### config.mk
export PLATFORM = sky130hd
export DESIGN_NAME = rf_wb_queue
export DESIGN_NICKNAME = d
export VERILOG_FILES = /design/src/rtl/rf_wb_queue.sv
export SDC_FILE = /design/constraint.sdc
export NUM_CORES = 1
export LEC_CHECK = 0
export BUFFER_PORTS_ARGS = -buffer_cell sky130_fd_sc_hd__buf_2
export CORE_ASPECT_RATIO = 1.4
export CORE_MARGIN = 2
export CORE_UTILIZATION = 55
export CTS_CLUSTER_DIAMETER = 150
export DETAILED_ROUTE_END_ITERATION = 10
export GPL_ROUTABILITY_DRIVEN = 0
export GPL_TIMING_DRIVEN = 1
export PLACE_DENSITY_LB_ADDON = 0.08
export SYNTH_ARGS = -nofsm -noshare
export SYNTH_HDL_FRONTEND = slang
export SYNTH_SLANG_ARGS = --single-unit
### constraint.sdc
create_clock -name clk -period 10.3 [get_ports clk]
set_clock_uncertainty 0.1 [all_clocks]
set_input_delay 0.515 -clock clk [delete_from_list [all_inputs] [get_ports clk]]
set_output_delay 0.515 -clock clk [all_outputs]
set_load 0.02 [all_outputs]
### src/rtl/rf_wb_queue.sv
// Writeback queue: buffers ALU and load results in order and drains one per cycle
// onto the register-file write port, with pending-write lookup for two source registers.
module rf_wb_queue #(
  parameter int ADDR_SIZE = 5,
  parameter int WORD_SIZE = 64,
  parameter int DEPTH     = 4
) (
  input  logic                     clk,
  input  logic                     rst,
  input  logic                     alu_valid,
  input  logic [ADDR_SIZE-1:0]     alu_rd,
  input  logic [WORD_SIZE-1:0]     alu_data,
  output logic                     alu_ready,
  input  logic                     mem_valid,
  input  logic [ADDR_SIZE-1:0]     mem_rd,
  input  logic [WORD_SIZE-1:0]     mem_data,
  output logic                     mem_ready,
  output logic                     RegWrite,
  output logic [ADDR_SIZE-1:0]     wr_add,
  output logic [WORD_SIZE-1:0]     wr_data,
  input  logic [ADDR_SIZE-1:0]     chk_rs1,
  input  logic [ADDR_SIZE-1:0]     chk_rs2,
  output logic                     pend1,
  output logic                     pend2,
  output logic [$clog2(DEPTH):0]   count
);

  localparam int PW = $clog2(DEPTH);
  localparam int CW = PW + 1;

  logic [ADDR_SIZE-1:0] rd_mem_q   [DEPTH];
  logic [WORD_SIZE-1:0] data_mem_q [DEPTH];

  logic [PW-1:0]        rd_ptr_q, rd_ptr_d;
  logic [PW-1:0]        wr_ptr_q, wr_ptr_d;
  logic [PW-1:0]        alu_slot;
  logic [CW-1:0]        count_q, count_d;
  logic [CW-1:0]        free;
  logic                 reg_write_q;
  logic [ADDR_SIZE-1:0] wr_add_q;
  logic [WORD_SIZE-1:0] wr_data_q;

  logic                 mem_push, alu_push, pop;
  logic [DEPTH-1:0]     match1, match2;

  // Free space uses the registered count only; the pop happening this cycle is not credited.
  assign free      = CW'(DEPTH) - count_q;
  assign mem_ready = rst & (free != '0);
  assign alu_ready = rst & ((free >= CW'(2)) | ((free != '0) & !mem_valid));

  // Writes to x0 complete the handshake but are dropped.
  assign mem_push  = mem_valid & mem_ready & (mem_rd != '0);
  assign alu_push  = alu_valid & alu_ready & (alu_rd != '0);
  assign pop       = (count_q != '0);

  assign alu_slot  = wr_ptr_q + PW'(mem_push);
  assign wr_ptr_d  = wr_ptr_q + PW'(mem_push) + PW'(alu_push);
  assign rd_ptr_d  = rd_ptr_q + PW'(pop);
  assign count_d   = count_q + CW'(mem_push) + CW'(alu_push) - CW'(pop);

  always_ff @(posedge clk) begin
    if (mem_push) begin
      rd_mem_q[wr_ptr_q]   <= mem_rd;
      data_mem_q[wr_ptr_q] <= mem_data;
    end
    if (alu_push) begin
      rd_mem_q[alu_slot]   <= alu_rd;
      data_mem_q[alu_slot] <= alu_data;
    end
  end

  always_ff @(posedge clk) begin
    if (!rst) begin
      rd_ptr_q    <= '0;
      wr_ptr_q    <= '0;
      count_q     <= '0;
      reg_write_q <= 1'b0;
      wr_add_q    <= '0;
      wr_data_q   <= '0;
    end else begin
      rd_ptr_q    <= rd_ptr_d;
      wr_ptr_q    <= wr_ptr_d;
      count_q     <= count_d;
      reg_write_q <= pop;
      if (pop) begin
        wr_add_q  <= rd_mem_q[rd_ptr_q];
        wr_data_q <= data_mem_q[rd_ptr_q];
      end
    end
  end

  // An entry is live when its distance from the head is below the occupancy.
  generate
    for (genvar gi = 0; gi < DEPTH; gi++) begin : g_lookup
      logic [PW-1:0] offset;
      logic          live;
      assign offset     = PW'(gi) - rd_ptr_q;
      assign live       = ({1'b0, offset} < count_q);
      assign match1[gi] = live & (rd_mem_q[gi] == chk_rs1);
      assign match2[gi] = live & (rd_mem_q[gi] == chk_rs2);
    end
  endgenerate

  // The registered write still counts as pending: the register file commits it at cycle end.
  assign pend1 = rst & (chk_rs1 != '0) & ((|match1) | (reg_write_q & (wr_add_q == chk_rs1)));
  assign pend2 = rst & (chk_rs2 != '0) & ((|match2) | (reg_write_q & (wr_add_q == chk_rs2)));

  assign RegWrite = reg_write_q;
  assign wr_add   = wr_add_q;
  assign wr_data  = wr_data_q;
  assign count    = count_q;

endmodule
==> qor.yml, run 1 <==
rsz0062_at_grt: "no"
grt_start_max_net_pins: 80
synth_cell_types: 38
yosysWarnings: 0
grt_antenna_before_repair: 10
clockBufferDepth: 3
slew_viol_final: 0
routed_via_density: 5.61
synth_cells: 1128
yosysMostFrequentCell: "edfxtp_1"
critPathTopFamily: "buffers and inverters"
hold_viol_final: 0
whs_ps: 223
min_path_type: "input pin to flop"
clk_latency_ps: 530
ctsResizeCount: 0
routedWlPerCell_um: 22.7
crit_buf_inv: 4
path_common_cell: "ha_1"
final_antenna_net_count: 0
status: "complete, no violations"
p_leak_nw: 7.98
rows: 78
grt_use_total_pct: 23.8
grt_pass1_vias: 10700
via_count: 10100
placed_cell_area_um2: 19600
synth_top_area_share_pct: 45.4
synth_enable_flop_cells: 276
numCtsBuffers: 36
cp_max_fo: 33
first_pass_iters: 4
slew_headroom_pct: 35.2
nets: 1498
synth_top_area_cell: "edfxtp_1"
cts_hold_buf: 0
synthToLayoutAreaGrowth_pct: 14.3
crit_type: "flop to flop"
regArea_um2: 9840
tns_ps: 0
ys_seq_elements: 353
crit_chain: "inv_1 > ha_1 > ha_1 > nor2b_1 > o211ai_1 > inv_1 > ha_1 > xnor2_1 > nor3_4 > buf_4 > buf_4 > mux2_4"
hpwlAfterDp_um: 24900
post_cts_buffers: 0
cp_slowest_cell: "buf_4"
dieHeight_um: 220
fmax_mhz: 215
finalCritPeriodShare_pct: 45.2
final_area_um2: 20900
die_x_um: 158
multi_input_area_um2: 7900
fin_crit_ps: 4660
die-area_um2: 34700
coreArea_um2: 32600
initial_core_util_pct: 56.0
cp.arrival_ps: 4830
setup_viol: 0
netlist_area_um2: 18300
syn_nets: 1294
ir_drop_mv: 0.164
grt_overflow_total: 0
slowest_delay_ps: 690
cap_violations: 0
synth-seq-area-share_pct: 53.9
p_per_area_nw_per_um2: 248
fill_cells: 2512
port_buffers: 228
synth_common_cells: "edfxtp_1, mux2_4, nand2_1"
pin_count: 229
synth-main-ff-cell: "edfxtp_1"
synthArstFlopShare_pct: 0
avgSynthCellArea_um2: 16.2
required_ps: 10470
cp-end-kind: "flop"
cts_tree: "yes"
htree_levels: 2
drive_gt1_share_pct: 48.5
worstMarginPinSlew_ps: 971
drt-initial-drc-count: 423
wirelength_um: 41000
synthTopCellsByArea: "edfxtp_1, mux2_4, mux4_2"
cp-start-kind: "flop"
clkSlewWorstSetupHoldPaths_ps: 60
clock-sinks: 353
drc: 0
grt_pass1_wl_um: 61200
cts_root_buf: "clkbuf_16"
-- layer usage --
layer	vias to the layer above	share of wire (%)	GRT usage, %
met4	6	2.5	7.72
met2	232	54	44.5
met5	-	0.083	0
li1	4671	-	-
met1	5170	39	27.1
met3	67	4.3	4.37
-- layout make-up --
class                      instances  area share (%)
clock buffer                      45            4.88
tap                              440            2.64
multi-input combinational        684            37.9
inverter                          12           0.216
clock inverter                    21            1.03
sequential                       353            47.2
timing repair buffer             245            6.08
antenna                            7          0.0840
-- power by group --
group | switching, mW | total [mW] | internal, mW
sequential | 0.202 | 2.09 | 1.89
clock | 0.546 | 1.35 | 0.803
combinational | 0.943 | 1.72 | 0.776
total | 1.69 | 5.16 | 3.47
-- logic make-up after synthesis --
family	share of synthesized area, %
fa+ha+maj	1.04
flops	53.9
buf+inv	3.08
simple gates	4.27
mux	31.2
compound gates	3.85
xor+xnor	2.74
-- worst paths after layout --
kind / cells past startpoint / slack (ps) / to / from
min: 2 / 220 / data_mem_q[2][31] / alu_data[31]
min reg2reg: 2 / 370 / wr_data[5] / wr_data[5]
max reg2reg: 12 / 5640 / rd_mem_q[2][0] / count[1]
max: 12 / 5640 / rd_mem_q[2][0] / count[1]
-- flip-flops by register name (all words and copies together) (netlist names) --
name and count:
rd_mem_q 20, RegWrite 1, count 3, wr_ptr_q 2
wr_data 64, rd_ptr_q 2, wr_add 5, data_mem_q 256
-- metrics by stage --
stage | util [%] | setup WS, ps | power (mW) | cells
after floorplan | - | 4660 | 3.33 | 1128
after global placement | 60.1 | 5290 | 3.85 | 1734
after detailed placement | 60.1 | 5300 | 3.88 | 1734
after CTS | 63.9 | 5620 | 5.23 | 1800
after global routing | 64.0 | 5380 | 5.42 | 1805
final | 64.0 | 5640 | 5.16 | 1807
-- cells in the final DEF, fill, tap and decap left out, drive strengths merged, types with 4 or more instances in the layout --
cell type  count
clkinv        14
xnor2         26
ha            12
buf          245
edfxtp       276
inv           12
a21boi        70
nand3          6
clkbuf        45
nor3           7
o21ai          4
mux2         276
and2           6
xor2          31
nor4           6
mux4          69
a31oi          4
diode          7
or4            4
bufinv         4
o211ai         4
nand2        139
dfxtp         77
(Power assumes the default switching activity.)
==> run 2, diff against run 1 <==
==> constraint.sdc (replaced) <==
create_clock -name clk -period 4.29 [get_ports clk]
set_clock_uncertainty 0.1 [all_clocks]
set_input_delay 0.2145 -clock clk [delete_from_list [all_inputs] [get_ports clk]]
set_output_delay 0.2145 -clock clk [all_outputs]
set_load 0.02 [all_outputs]
==> qor.yml, run 2 (synthesized netlist as in run 1, its figures left out) <==
status: "complete, no violations"  # unchanged
htree_levels: 2  # unchanged
grt_pass1_wl_um: 65100  # was 61,200 um
cts_root_buf: "clkbuf_16"  # unchanged
finalCritPeriodShare_pct: 94.3  # was 45.2%
drive_gt1_share_pct: 42.0  # was 48.5%
fmax_mhz: 247  # was 215 MHz
setup_viol: 0  # unchanged
routed_via_density: 5.53  # was 5.61
cp-end-kind: "flop"  # unchanged
r2r_start: "count[1]"  # unchanged
final_area_um2: 22900  # was 20,900 um2
final_common_cell: "edfxtp_1"  # unchanged
via_count: 11100  # was 10,100
rsz0062_at_grt: "no"  # unchanged
final_antenna_net_count: 0  # unchanged
required_ps: 4470  # was 10,470 ps
cts_tree: "yes"  # unchanged
grt_use_total_pct: 25.0  # was 23.8%
initial_core_util_pct: 56.0  # unchanged
whs_ps: 18.0  # was 223 ps
wirelength_um: 43600  # was 41,000 um
grt_pass1_vias: 11800  # was 10,700
clkSlewWorstSetupHoldPaths_ps: 70  # was 60 ps
cap_violations: 0  # unchanged
fin_crit_ps: 4050  # was 4660 ps
tns_ps: 0  # unchanged
die_x_um: 158  # unchanged
largest_reg_flops: 256  # unchanged
cp_slowest_cell: "dlygate4sd3_1"  # was buf_4
placed_cell_area_um2: 19800  # was 19,600 um2
min_path_type: "input pin to flop"  # unchanged
cp-start-kind: "flop"  # unchanged
nets: 1709  # was 1,498
crit_type: "flop to flop"  # unchanged
die-area_um2: 34700  # unchanged
routedWlPerCell_um: 21.6  # was 22.7 um
crit_buf_inv: 5  # was 4
pin_count: 229  # unchanged
fill_cells: 2263  # was 2,512
dieHeight_um: 220  # unchanged
critPathTopFamily: "buffers and inverters"  # unchanged
mostFrequentLayoutCells: "edfxtp_1, mux2_4, buf_2"  # unchanged
drt-initial-drc-count: 513  # was 423
grt_antenna_before_repair: 3  # was 10
slew_viol_final: 0  # unchanged
worstMarginPinSlew_ps: 951  # was 971 ps
rows: 78  # unchanged
slowest_delay_ps: 560  # was 690 ps
coreArea_um2: 32600  # unchanged
clk_latency_ps: 530  # about the same
p_per_area_nw_per_um2: 545  # was 248 nW/um2
largest_register: "data_mem_q"  # unchanged
grt_overflow_total: 0  # unchanged
crit_chain: "inv_1 > ha_1 > ha_1 > nor2b_1 > o211ai_1 > inv_1 > ha_1 > inv_1 > nor3_4 > buf_6 > mux2_4 > dlygate4sd3_1"  # was inv_1 > ha_1 > ha_1 > nor2b_1 > o211ai_1 > inv_1 > ha_1 > xnor2_1 > nor3_4 > buf_4 > buf_4 > mux2_4
drc: 0  # unchanged
port_buffers: 228  # unchanged
clock-sinks: 353  # unchanged
crit_start: "count[1]"  # unchanged
grt_start_max_net_pins: 81  # was 80
p_leak_nw: 8.84  # was 7.98 nW
fin_util_pct: 70.3  # was 64.0%
first_pass_iters: 4  # unchanged
hpwlAfterDp_um: 25100  # was 24,900 um
slew_headroom_pct: 36.6  # was 35.2%
numCtsBuffers: 37  # was 36
cp_max_fo: 25  # was 33
clockBufferDepth: 3  # unchanged
ir_drop_mv: 0.373  # was 0.164 mV
synthToLayoutAreaGrowth_pct: 25.5  # was 14.3%
hold_viol_final: 0  # unchanged
hold_start: "mem_rd[0]"  # was alu_data[31]
cp.arrival_ps: 4220  # was 4830 ps
## run 2: cell types whose count changed in the layout (fill, tap and decap cells not counted), sizes merged
cell         delta
dlygate4sd3   +202
buf             +8
clkinv          +5
inv             +1
diode           -5
bufinv          -3
clkinvlp        -2
## run 2: final timing paths
| kind | end | slack, ps | cells after the start |
|---|---|---|---|
| max | data_mem_q[3][62] | 240 | 12 |
| min | rd_mem_q[0][0] | 20 | 2 |
| max reg2reg | data_mem_q[3][62] | 240 | 12 |
| min reg2reg | wr_data[4] | 370 | 2 |
## run 2: metal layers
layer	up-vias	track usage (%)	part of all wire, %
met5	-	0	0
met4	0	8.05	2.4
met3	63	3.60	4.1
met2	272	47.5	55
met1	5703	28.5	39
li1	5098	-	-
## run 2: worst reg2reg max path, delay by kind of cell (launching register included)
family	cells	cell delay, ps
AND/OR/NAND/NOR	2	400
buffers and inverters	5	1510
adder cells (fa/ha/maj)	3	930
multiplexers	1	340
AO/OA/AOI/OAI	1	210
flip-flops	1	320
## run 2: what timing repair did
item | 4_1_cts | 5_1_grt
setup endpoints to repair | 0 | 8
resized for setup | 0 | 1
hold buffers | 202 | 0
endpoints found under the hold margin | 272 | 0
setup buffers | 0 | 0
## run 2: layout make-up
| type | count | area [um2] | area share [%] |
|---|---|---|---|
| diodes | 2 | 5.00 | 0.0218 |
| clock buffers | 45 | 976 | 4.26 |
| clock inverters | 22 | 129 | 0.562 |
| inverters | 12 | 46.3 | 0.202 |
| multi-input cells | 684 | 7900 | 34.5 |
| flip-flops and latches | 353 | 9840 | 42.9 |
| well taps | 440 | 551 | 2.40 |
| repair buffers | 455 | 3470 | 15.1 |
## run 2: where the power goes
group	switching [mW]	internal, mW
Clock	1.33	1.68
Combinational	2.36	2.08
Sequential	0.493	4.54
## run 2: per-stage QoR
stage | power, mW | cells | setup WS (ps)
CTS | 12.6 | 2011 | 129
floorplan | 7.99 | 1128 | 58.5
finish | 12.5 | 2013 | 244
global placement | 9.29 | 1742 | 657
global route | 13.1 | 2013 | 8.35
detailed placement | 9.36 | 1742 | 651
